$ cat config.mk
export PLATFORM = sky130hd
export DESIGN_NAME = interval_timer_flat
export DESIGN_NICKNAME = d
export VERILOG_FILES = /design/src/rtl/interval_timer_pkg.sv /design/src/rtl/interval_timer_if.sv /design/src/rtl/interval_timer.sv /design/src/flat_wrapper.sv
export SDC_FILE = /design/constraint.sdc
export NUM_CORES = 1
export LEC_CHECK = 0
export CAP_MARGIN = 20
export CELL_PAD_IN_SITES_DETAIL_PLACEMENT = 1
export CELL_PAD_IN_SITES_GLOBAL_PLACEMENT = 2
export CORE_UTILIZATION = 27
export DETAILED_ROUTE_END_ITERATION = 12
export PLACE_DENSITY = 0.86
export SETUP_SLACK_MARGIN = 0.15
export SLEW_MARGIN = 20
export SYNTH_ARGS = -nofsm -noshare
export SYNTH_HDL_FRONTEND = slang
export SYNTH_SLANG_ARGS = --single-unit
$ cat constraint.sdc
create_clock -name clock -period 1.91 [get_ports clock]
set_clock_uncertainty 0.1 [all_clocks]
set_input_delay 0.382 -clock clock [delete_from_list [all_inputs] [get_ports clock]]
set_output_delay 0.382 -clock clock [all_outputs]
set_load 0.02 [all_outputs]
$ cat src/rtl/interval_timer_pkg.sv
// interval_timer_pkg: shared types and defaults for the interval timer
package interval_timer_pkg;
   localparam int COUNT_BITS_DEFAULT = 10;
   typedef enum logic [1:0] {
      IDLE = 2'd0,
      RUN  = 2'd1,
      DONE = 2'd2
   } state_t;
endpackage

$ cat src/rtl/interval_timer_if.sv
// interval_timer_if: load handshake, control and status signals of the interval timer
interface interval_timer_if
   import interval_timer_pkg::*;
   #(parameter int COUNT_BITS = COUNT_BITS_DEFAULT);
   logic                  load_valid;
   logic                  load_ready;
   logic [COUNT_BITS-1:0] load_count;
   logic                  periodic;
   logic                  abort;
   logic                  busy;
   logic                  done;
   logic                  done_pulse;
   logic [COUNT_BITS-1:0] remaining;
   modport master (
      output load_valid, load_count, periodic, abort,
      input  load_ready, busy, done, done_pulse, remaining
   );
   modport slave (
      input  load_valid, load_count, periodic, abort,
      output load_ready, busy, done, done_pulse, remaining
   );
endinterface

$ cat src/rtl/interval_timer.sv
// interval_timer: programmable down-counting interval generator with one-shot and periodic modes
module interval_timer
   import interval_timer_pkg::*;
   #(parameter int COUNT_BITS = COUNT_BITS_DEFAULT)
   (
      input  logic            clock,
      input  logic            reset,
      interval_timer_if.slave bus
   );
   state_t                state, state_n;
   logic [COUNT_BITS-1:0] remaining_q, remaining_n;
   logic [COUNT_BITS-1:0] reload_q, reload_n;
   logic [COUNT_BITS-1:0] load_eff;
   logic                  periodic_q, periodic_n;
   logic                  done_q, done_n;
   logic                  pulse_q, pulse_n;
   logic                  ready;
   logic                  accept;
   logic                  terminal;
   // A zero-length request still produces one full cycle of delay.
   assign load_eff = (bus.load_count == '0) ? COUNT_BITS'(1) : bus.load_count;
   assign ready    = (state != RUN) && !bus.abort;
   assign accept   = bus.load_valid && ready;
   // Treat 0 as terminal too so the counter can never wrap below zero.
   assign terminal = remaining_q <= COUNT_BITS'(1);
   assign bus.load_ready = ready;
   assign bus.busy       = (state == RUN);
   assign bus.done       = done_q;
   assign bus.done_pulse = pulse_q;
   assign bus.remaining  = remaining_q;
   // Next-state and datapath: abort beats load, load beats counting.
   always_comb begin
      state_n     = state;
      remaining_n = remaining_q;
      reload_n    = reload_q;
      periodic_n  = periodic_q;
      done_n      = done_q;
      pulse_n     = 1'b0;
      if (bus.abort) begin
         state_n     = IDLE;
         remaining_n = '0;
         done_n      = 1'b0;
      end else if (accept) begin
         state_n     = RUN;
         remaining_n = load_eff;
         reload_n    = load_eff;
         periodic_n  = bus.periodic;
         done_n      = 1'b0;
      end else if (state == RUN) begin
         if (terminal) begin
            pulse_n = 1'b1;
            if (periodic_q) begin
               remaining_n = reload_q;
            end else begin
               state_n     = DONE;
               remaining_n = '0;
               done_n      = 1'b1;
            end
         end else begin
            remaining_n = remaining_q - COUNT_BITS'(1);
         end
      end
   end
   // State and output registers, cleared asynchronously.
   always_ff @(posedge clock or posedge reset) begin
      if (reset) begin
         state       <= IDLE;
         remaining_q <= '0;
         reload_q    <= '0;
         periodic_q  <= 1'b0;
         done_q      <= 1'b0;
         pulse_q     <= 1'b0;
      end else begin
         state       <= state_n;
         remaining_q <= remaining_n;
         reload_q    <= reload_n;
         periodic_q  <= periodic_n;
         done_q      <= done_n;
         pulse_q     <= pulse_n;
      end
   end
endmodule

$ cat src/flat_wrapper.sv
// flat-port wrapper written by rule: the top's interface ports become plain ports
module interval_timer_flat import interval_timer_pkg::*;
#(parameter int COUNT_BITS = COUNT_BITS_DEFAULT)
  (clock, reset, bus_load_valid, bus_load_count, bus_periodic, bus_abort, bus_load_ready, bus_busy, bus_done, bus_done_pulse, bus_remaining);
  interval_timer_if #(.COUNT_BITS(COUNT_BITS)) bus_i ();
  input  logic clock;
  input  logic reset;
  input wire logic [$bits(bus_i.load_valid)-1:0] bus_load_valid;
  input wire logic [$bits(bus_i.load_count)-1:0] bus_load_count;
  input wire logic [$bits(bus_i.periodic)-1:0] bus_periodic;
  input wire logic [$bits(bus_i.abort)-1:0] bus_abort;
  output wire logic [$bits(bus_i.load_ready)-1:0] bus_load_ready;
  output wire logic [$bits(bus_i.busy)-1:0] bus_busy;
  output wire logic [$bits(bus_i.done)-1:0] bus_done;
  output wire logic [$bits(bus_i.done_pulse)-1:0] bus_done_pulse;
  output wire logic [$bits(bus_i.remaining)-1:0] bus_remaining;
  assign bus_i.load_valid = bus_load_valid;
  assign bus_i.load_count = bus_load_count;
  assign bus_i.periodic = bus_periodic;
  assign bus_i.abort = bus_abort;
  assign bus_load_ready = bus_i.load_ready;
  assign bus_busy = bus_i.busy;
  assign bus_done = bus_i.done;
  assign bus_done_pulse = bus_i.done_pulse;
  assign bus_remaining = bus_i.remaining;
  interval_timer #(.COUNT_BITS(COUNT_BITS)) u_core (.clock(clock), .reset(reset), .bus(bus_i));
endmodule
==> results.sh, run 1 <==
export IMPL_r2r_worst_path_cells=5
export IMPL_p_int_uw=1168
export IMPL_required_ns=1.97
export IMPL_drv_slew=0
export IMPL_clk_pin_slew_ns=0.09
export IMPL_vias=1452
export IMPL_layout_common_cells="buf_4 (36), nand2_1 (33), dfrtp_1 (20)"
export IMPL_overflow=0
export IMPL_grt_pass1_vias=1534
export IMPL_top_layer="met4"
export IMPL_fin_nets=245
export IMPL_grt_max_degree=25
export IMPL_violations="negative setup slack"
export IMPL_wl_met1_um=2229
export IMPL_post_place_ws_ns=-0.2087
export IMPL_grtUsageTotal=0.1851
export IMPL_syn_area_um2=1410
export IMPL_coreArea_um2=4880
export IMPL_path_cells="or4_4 > nor4_4 > buf_4 > a311oi_1 > o32ai_1"
export IMPL_antenna_found_initial=0
export IMPL_cts_buffers=3
export IMPL_p_leak_uw=0.001024
export IMPL_grt_pass1_wl_um=7741
export IMPL_pwr_share_comb=0.454
export IMPL_r2r_setup_slack_ns=-0.12
export IMPL_routed_via_density=4.939
export IMPL_syn_avg_cell_area_um2=8.704
export IMPL_layout_drive_gt1_share=0.3568
export IMPL_maxCapViolCount=0
export IMPL_ir_worst_vdd_uv=422.3
export IMPL_cts_htree_levels=1
export IMPL_rsz0062_at_grt="yes"
export IMPL_dieArea_um2=5515
export IMPL_io_pins=29
export IMPL_ys_types=37
export IMPL_start_util=0.2890
export IMPL_finalInstanceArea_um2=2245
export IMPL_async_flop_share=1.000
export IMPL_crit_type="reg -> reg"
export IMPL_setup_viol=8
export IMPL_setup_ws_ns=-0.1193
export IMPL_crit_fanout=6
export IMPL_detail_route_antenna_nets=0
export IMPL_outcome="complete, but fails checks"
export IMPL_p_sw_uw=674.5
export IMPL_slew_headroom=0.7112
export IMPL_clkPwrFrac=0.190
export IMPL_remaining_drc_errors=0
export IMPL_synth_edf_count=0
export IMPL_ys_ff_latch=24
export IMPL_cts_sink_count=24
export IMPL_gp_congestion=0.8526
export IMPL_ys_seq_area_frac=0.4259
export IMPL_fin_crit_sh=1.062
export IMPL_syn_inst=162
export IMPL_rows=25
export IMPL_cts_tree="built"
export IMPL_drt_first_iter_violations=52
export IMPL_syn_num_nets=179
export IMPL_switching_share=0.3662
export IMPL_hold_viol=0
export IMPL_arrival_ns=2.09
export IMPL_cts_root_buf="clkbuf_8"
export IMPL_yosysWarnings=0
export IMPL_worst_r2r_endpoint="u_core.bus.remaining[0]"
export IMPL_wl_met3_um=86
export IMPL_cp_slowest_cell="or4_4"
export IMPL_place_hpwl_um=3385
export IMPL_first_pass_iters=4
export IMPL_hold_path_class="in -> async"
export IMPL_finalCriticalPeriod_ns=2.029
export IMPL_end_kind="flip-flop"
export IMPL_slowest_delay_ns=0.58
export IMPL_diodes=0
export IMPL_fmax_ghz=0.4928
export IMPL_synth_top_cell_area_share=0.4259
export IMPL_critPathLaunchType="flip-flop"
export IMPL_wl_met2_um=2326
export IMPL_utilization=0.4600
export IMPL_synth_area_leader_cell="dfrtp_1"
export IMPL_place_area_um2=2038
export IMPL_powerDensity_nw_per_um2=820.6
export IMPL_pwr_share_seq=0.356
export IMPL_reg2reg_from="u_core.bus.remaining[3]"
export IMPL_clk_path_buf_depth=2
export IMPL_die_h_um=74.27
export IMPL_wl_per_cell_um=15.95
export IMPL_tightest_slew_ns=0.4332
export IMPL_tns_ns=-0.4953
export IMPL_clock_latency_ns=0.26
export IMPL_syn2layout_area_growth_pct=59.18
export IMPL_die_w_um=74.27
export IMPL_synth_area_leaders="dfrtp_1 (43%), nand2_1 (9.1%), nor2_1 (5.1%)"
export IMPL_ys_flop_type="dfrtp_1"
export IMPL_mostFrequentLayoutCell="buf_4"
export IMPL_holdWs_ns=0.3616
export IMPL_drt_wl_total_um=4689
export IMPL_port_buffers=28
## cell families after synthesis
logic type	after synthesis	share of synthesized area
mux	4	0.02840
xor+xnor	6	0.03727
flops	24	0.4259
buf+inv	13	0.04348
compound gates	30	0.1597
simple gates	83	0.2875
fa+ha+maj	2	0.01774
## metal layers
metal	vias up	track usage
met2	16	0.3192
met5	-	0
met1	728	0.2429
met3	4	0.02981
met4	0	0.04403
li1	704	-
## through the flow
stage | cells | total power [µW]
CTS | 292 | 1785
detailed placement | 285 | 1393
global placement | 285 | 1375
finish | 294 | 1842
global route | 294 | 1957
floorplan | 162 | 1059
## synthesized netlist by cell type (2+ instances only)
cell type,count
nor4_1,3
a311oi_1,5
o21ai_0,7
clkbuf_1,3
xor2_1,2
nand2_1,34
inv_1,5
a31oi_1,2
nor2_1,19
o21a_1,2
and3_2,2
nor3_1,5
buf_1,2
ha_1,2
nor3b_1,3
or3_1,3
nand3_1,4
a211oi_1,3
dfrtp_1,24
nand2b_1,5
mux2i_1,4
a21oi_1,5
xnor2_1,4
## repair_timing
item / in CTS / in global routing
pin swaps: 7 / 6
hold buffers: 0 / 0
endpoints found under the setup margin: 24 / 18
resized for setup: 30 / 19
hold endpoints to repair: 0 / 0
setup buffers: 3 / 2
## cell type report
| class | instances | area [µm²] |
|---|---|---|
| multi-input combinational | 125 | 870.8 |
| tap | 67 | 83.83 |
| clock buffer | 4 | 55.05 |
| timing repair buffer | 69 | 610.6 |
| inverter | 5 | 18.77 |
| fill | 586 | 2635 |
| sequential | 24 | 605.6 |
## power by group through the flow
stage	Combinational (µW)	Clock [µW]	Sequential, µW
2_1_floorplan	357	0	702
3_5_place_dp	727	0	666
4_1_cts	764	365	656
5_1_grt	911	381	664
3_3_place_gp	711	0	664
6_report	836	351	655
## worst max path at each step
| stage | endpoint | cells past startpoint | slack [ns] | from |
|---|---|---|---|---|
| floorplan | u_core.bus.remaining[8] | 4 | -0.10 | u_core.bus.remaining[4] |
| global placement | bus_load_ready | 3 | -0.14 | bus_abort |
| detailed placement | u_core.bus.remaining[5] | 6 | -0.21 | bus_abort |
| CTS | u_core.bus.remaining[4] | 6 | -0.11 | u_core.bus.remaining[3] |
| global route | u_core.bus.remaining[4] | 6 | -0.19 | u_core.bus.remaining[2] |
| finish | u_core.bus.remaining[0] | 5 | -0.12 | u_core.bus.remaining[3] |
## registers in the layout, summed over array words and instances, names as in the netlist
name and count:
u_core.bus.done_pulse 1, u_core.reload_q 10, u_core.periodic_q 1, u_core.state 2, u_core.bus.remaining 10
## critical path, delay by kind of cell (launching register included)
family,cells,cell delay (ns)
compound gates,2,0.40
simple gates,2,0.79
flops,1,0.42
buf+inv,1,0.22
(Power assumes the default switching activity.)
==> inputs of run 2 (changes only) <==
==> constraint.sdc (replaced) <==
create_clock -name clock -period 1.8 [get_ports clock]
set_clock_uncertainty 0.1 [all_clocks]
set_input_delay 0.36 -clock clock [delete_from_list [all_inputs] [get_ports clock]]
set_output_delay 0.36 -clock clock [all_outputs]
set_load 0.02 [all_outputs]
==> run 2 against run 1 <==
Against the previous run:
- the flow still finishes with violations (negative setup slack)
- core utilization is 3.5 points higher
- global-route usage rose by 1.6 points
- via count increased by 7.2%
- critical path depth stayed put
- non-clock buffer count up 20
- die area unchanged
- count of clock-buffer cells in the layout decreased by 1
- final area rose by 7.7%
- sequential power rose by 7.3%
- hold slack lost 0.032 ns
- register-to-register slack worse by 0.21 ns
- critical path type unchanged
- highest routed layer unchanged
==> results.sh, run 2 (synthesis results as in run 1) <==
export IMPL_grt_pass1_vias=1620
export IMPL_tightest_slew_ns=0.4356
export IMPL_crit_type="reg -> reg"
export IMPL_start_util=0.2890
export IMPL_wl_met3_um=124
export IMPL_cp_startpoint="u_core.bus.remaining[4]"
export IMPL_diodes=0
export IMPL_drv_slew=0
export IMPL_fmax_ghz=0.4690
export IMPL_clock_latency_ns=0.28
export IMPL_grtUsageTotal=0.2011
export IMPL_wl_per_cell_um=17.83
export IMPL_cts_buffers=3
export IMPL_gp_congestion=0.8265
export IMPL_outcome="complete, but fails checks"
export IMPL_first_pass_iters=4
export IMPL_io_pins=29
export IMPL_detail_route_antenna_nets=0
export IMPL_arrival_ns=2.22
export IMPL_critPathLaunchType="flip-flop"
export IMPL_ir_worst_vdd_uv=432.4
export IMPL_placed_cells=291
export IMPL_drt_first_iter_violations=76
export IMPL_hold_viol=0
export IMPL_slew_headroom=0.7096
export IMPL_cts_sink_count=24
export IMPL_worst_r2r_endpoint="u_core.bus.remaining[8]"
export IMPL_place_area_um2=2083
export IMPL_totalPowerFinal_uw=2186
export IMPL_vias=1556
export IMPL_p_leak_uw=0.001133
export IMPL_die_h_um=74.27
export IMPL_overflow=0
export IMPL_drt_wl_total_um=5600
export IMPL_grt_pass1_wl_um=8266
export IMPL_wl_met2_um=2967
export IMPL_setup_viol=10
export IMPL_fin_nets=265
export IMPL_cts_htree_levels=1
export IMPL_fill_cells=589
export IMPL_maxCapViolCount=0
export IMPL_r2r_setup_slack_ns=-0.33
export IMPL_violations="negative setup slack"
export IMPL_grt_max_degree=25
export IMPL_cts_tree="built"
export IMPL_cts_hold_buf=0
export IMPL_antenna_found_initial=0
export IMPL_crit_fanout=4
export IMPL_top_layer="met4"
export IMPL_finalCriticalPeriod_ns=2.132
export IMPL_layout_drive_gt1_share=0.4372
export IMPL_routed_via_density=4.955
export IMPL_reg2reg_from="u_core.bus.remaining[4]"
export IMPL_rsz0062_at_grt="yes"
export IMPL_rows=25
export IMPL_port_buffers=28
export IMPL_mostFrequentLayoutCell="buf_4"
export IMPL_cts_root_buf="clkbuf_8"
export IMPL_wl_met1_um=2451
export IMPL_setup_ws_ns=-0.3321
export IMPL_dieArea_um2=5515
export IMPL_remaining_drc_errors=0
export IMPL_syn2layout_area_growth_pct=71.43
export IMPL_clk_pin_slew_ns=0.10
export IMPL_hold_path_class="in -> async"
export IMPL_layout_common_cells="buf_4 (52), nand2_1 (32), dfrtp_1 (19)"
export IMPL_r2r_worst_path_cells=5
export IMPL_tns_ns=-2.433
export IMPL_required_ns=1.89
export IMPL_place_hpwl_um=3636
export IMPL_powerDensity_nw_per_um2=904.4
export IMPL_die_w_um=74.27
export IMPL_end_kind="flip-flop"
export IMPL_fin_cells=314
export IMPL_coreArea_um2=4880
export IMPL_clk_path_buf_depth=2
export IMPL_finalInstanceArea_um2=2417
export IMPL_fin_crit_sh=1.185
==> run 2: cell count changes in the layout (fill, tap and decap cells not counted), sizes merged <==
cell           before  now
buf                41   63
clkdlybuf4s50      15   12
dlygate4sd2         9    7
bufinv              0    1
clkbuf              4    5
dlymetal6s2s        1    2
==> run 2: per-stage QoR <==
stage / hold WS, ns / worst slack, ns / utilization
floorplan: 0.2743 / -0.2121 / -
global placement: 0.3566 / -0.2035 / 0.4269
detailed placement: 0.3665 / -0.2621 / 0.4269
CTS: 0.3388 / -0.2579 / 0.4479
global route: 0.3940 / -0.3644 / 0.4954
finish: 0.3293 / -0.3321 / 0.4954
==> run 2: what timing repair did <==
action	4_1_cts	5_1_grt
resized for setup	41	30
gates cloned	0	0
pin swaps	6	15
endpoints found under the setup margin	28	18
setup buffers	2	17
endpoints found under the hold margin	0	0
==> run 2: worst max-delay path by stage <==
| stage | endpoint | slack [ns] | cells after the start |
|---|---|---|---|
| after floorplan | u_core.bus.remaining[8] | -0.21 | 4 |
| after global placement | bus_load_ready | -0.20 | 3 |
| after detailed placement | u_core.bus.remaining[1] | -0.26 | 6 |
| after CTS | u_core.bus.remaining[4] | -0.26 | 6 |
| after global routing | u_core.bus.remaining[8] | -0.36 | 5 |
| final | u_core.bus.remaining[8] | -0.33 | 5 |
==> run 2: area by class of cell <==
type | instances | area [µm²] | area share
repair buffers | 89 | 757.0 | 0.3131
multi-input cells | 125 | 879.6 | 0.3639
flip-flops and latches | 24 | 606.8 | 0.2510
clock buffers | 3 | 41.29 | 0.01708
clock inverters | 1 | 30.03 | 0.01242
well taps | 67 | 83.83 | 0.03468
inverters | 5 | 18.77 | 0.007764
==> run 2: per-layer routing <==
metal  vias to the layer above  track usage
met4                         0      0.03774
li1                        740            -
met2                        29       0.3636
met5                         -            0
met1                       781       0.2553
met3                         6      0.03117
==> run 2: power breakdown <==
part / switching (µW) / leakage [µW] / internal [µW]
clock: 202 / 0.0000357 / 298
combinational: 503 / 0.000798 / 480
sequential: 79.4 / 0.000299 / 623
==> run 2: critical path, stage by stage (launching register included) <==
cell      delay (ns)
dfrtp_2         0.42
or4_4           0.58
buf_4           0.16
or3_4           0.33
a211o_1         0.25
a311oi_2        0.20
==> inputs of run 3 (changes only) <==
--- a/config.mk
+++ b/config.mk
@@ -5,12 +5,12 @@
 export SDC_FILE = /design/constraint.sdc
 export NUM_CORES = 1
 export LEC_CHECK = 0
-export CAP_MARGIN = 20
 export CELL_PAD_IN_SITES_DETAIL_PLACEMENT = 1
 export CELL_PAD_IN_SITES_GLOBAL_PLACEMENT = 2
 export CORE_UTILIZATION = 27
 export DETAILED_ROUTE_END_ITERATION = 12
 export PLACE_DENSITY = 0.86
+export RECOVER_POWER = 100
 export SETUP_SLACK_MARGIN = 0.15
 export SLEW_MARGIN = 20
 export SYNTH_ARGS = -nofsm -noshare
==> run 3 against run 2 <==
Against the previous run:
- the run still ends with negative setup slack left
- die area unchanged
- total power shrank 0.36%
- via count rose by 0.13%
- non-clock buffer count unchanged
- clock power hardly changed
- sequential power hardly changed
- hold slack improved by 0.024 ns
==> results.sh, run 3 (synthesis results as in run 1) <==
export IMPL_outcome="complete, but fails checks"
export IMPL_violations="negative setup slack"
export IMPL_fin_crit_sh=1.183
export IMPL_start_util=0.2890
export IMPL_whs_path_depth=4
export IMPL_utilization=0.4908
export IMPL_required_ns=1.89
export IMPL_slowest_delay_ns=0.58
export IMPL_switching_share=0.3596
export IMPL_fmax_ghz=0.4695
export IMPL_p_int_uw=1395
export IMPL_r2r_worst_path_cells=5
export IMPL_grt_pass1_wl_um=8266
export IMPL_place_hpwl_um=3636
export IMPL_cp_startpoint="u_core.bus.remaining[4]"
export IMPL_layout_drive_gt1_share=0.4251
export IMPL_cts_hold_buf=0
export IMPL_rsz0062_at_grt="yes"
export IMPL_fin_cells=314
export IMPL_syn2layout_area_growth_pct=69.83
export IMPL_hold_viol=0
export IMPL_vias=1558
export IMPL_clk_path_buf_depth=2
export IMPL_powerDensity_nw_per_um2=909.7
export IMPL_setup_ws_ns=-0.3300
export IMPL_detail_route_antenna_nets=0
export IMPL_cts_htree_levels=1
export IMPL_worst_r2r_endpoint="u_core.bus.remaining[8]"
export IMPL_ir_worst_vdd_uv=432.0
export IMPL_arrival_ns=2.22
export IMPL_drv_slew=0
export IMPL_overflow=0
export IMPL_antenna_found_initial=0
export IMPL_reg2reg_from="u_core.bus.remaining[4]"
export IMPL_setup_viol=17
export IMPL_p_leak_uw=0.001136
export IMPL_grt_max_degree=25
export IMPL_finalCriticalPeriod_ns=2.130
export IMPL_p_sw_uw=783.5
export IMPL_pwr_share_seq=0.323
export IMPL_placed_cells=291
export IMPL_diodes=0
export IMPL_slew_headroom=0.5602
export IMPL_grt_pass1_vias=1620
export IMPL_coreArea_um2=4880
export IMPL_grtUsageTotal=0.2011
export IMPL_cts_root_buf="clkbuf_8"
export IMPL_clkPwrFrac=0.230
export IMPL_routed_via_density=4.962
export IMPL_r2r_setup_slack_ns=-0.33
export IMPL_tightest_slew_ns=0.6597
export IMPL_die_h_um=74.27
export IMPL_fill_cells=592
export IMPL_critPathLaunchType="flip-flop"
export IMPL_port_buffers=28
export IMPL_crit_type="reg -> reg"
export IMPL_dieArea_um2=5515
export IMPL_die_w_um=74.27
export IMPL_drt_first_iter_violations=69
export IMPL_tns_ns=-3.233
export IMPL_maxCapViolCount=0
export IMPL_fin_nets=265
export IMPL_end_kind="flip-flop"
export IMPL_io_pins=29
export IMPL_cts_sink_count=24
export IMPL_cts_buffers=3
export IMPL_cp_slowest_cell="or4_4"
export IMPL_hp_start="bus_load_count[2]"
export IMPL_layout_common_cells="buf_4 (51), nand2_1 (32), dfrtp_1 (19)"
export IMPL_first_pass_iters=4
export IMPL_wl_per_cell_um=17.87
export IMPL_path_cells="or4_4 > buf_4 > or3_4 > a211o_1 > a311oi_2"
export IMPL_pwr_share_comb=0.447
export IMPL_hold_end="u_core.reload_q[2]"
export IMPL_gp_congestion=0.8265
export IMPL_rows=25
export IMPL_clock_latency_ns=0.28
export IMPL_cts_tree="built"
export IMPL_mostFrequentLayoutCell="buf_4"
export IMPL_crit_fanout=4
export IMPL_hold_path_class="in -> reg"
export IMPL_drt_wl_total_um=5610
export IMPL_remaining_drc_errors=0
export IMPL_clk_pin_slew_ns=0.10
-- run 3: worst max-delay path by stage --
stage                              endpoint  cells after the start
floorplan           u_core.bus.remaining[8]                      4
global placement             bus_load_ready                      3
detailed placement  u_core.bus.remaining[1]                      6
CTS                 u_core.bus.remaining[4]                      6
global route        u_core.bus.remaining[5]                      9
finish              u_core.bus.remaining[8]                      5
-- run 3: stage by stage --
| step | cell area (µm²) | setup slack [ns] | power (µW) | hold slack, ns |
|---|---|---|---|---|
| 2_1_floorplan | 1434 | -0.2121 | 1124 | 0.2743 |
| 3_3_place_gp | 2083 | -0.2035 | 1480 | 0.3566 |
| 3_5_place_dp | 2083 | -0.2621 | 1508 | 0.3665 |
| 4_1_cts | 2186 | -0.2579 | 2037 | 0.3388 |
| 5_1_grt | 2395 | -0.3950 | 2277 | 0.3940 |
| 6_report | 2395 | -0.3300 | 2179 | 0.3531 |
-- run 3: final cells by class --
class / count / area, µm² / area share
clock inverter: 1 / 30.03 / 0.01254
tap: 67 / 83.83 / 0.03501
sequential: 24 / 606.8 / 0.2534
inverter: 5 / 18.77 / 0.007837
multi-input combinational: 125 / 868.3 / 0.3626
timing repair buffer: 89 / 745.7 / 0.3114
clock buffer: 3 / 41.29 / 0.01724
-- run 3: critical path, delay by kind of cell, from the launching register on --
| family | cells | cell delay, ns |
|---|---|---|
| AO/OA/AOI/OAI | 2 | 0.45 |
| AND/OR/NAND/NOR | 2 | 0.91 |
| flip-flops | 1 | 0.42 |
| buffers and inverters | 1 | 0.16 |
-- run 3: power by group through the flow --
stage          combinational [µW]  sequential, µW  clock [µW]
3_3_place_gp                  780             699           0
2_1_floorplan                 379             745           0
3_5_place_dp                  805             703           0
5_1_grt                      1050             713         518
4_1_cts                       827             695         515
6_report                      975             703         501
-- run 3: layer usage --
metal / vias to the layer above / wire, µm / GRT usage
li1: 741 / - / -
met1: 786 / 2488 / 0.2553
met2: 25 / 2961 / 0.3636
met3: 6 / 103 / 0.03117
met4: 0 / 57 / 0.03774
met5: - / 0 / 0
-- run 3: what timing repair did --
| action | in CTS | in global routing |
|---|---|---|
| endpoints found under the setup margin | 28 | 18 |
| gates cloned | 0 | 0 |
| pin swaps | 6 | 15 |
| buffers inserted | 2 | 17 |
| resized for setup | 41 | 30 |
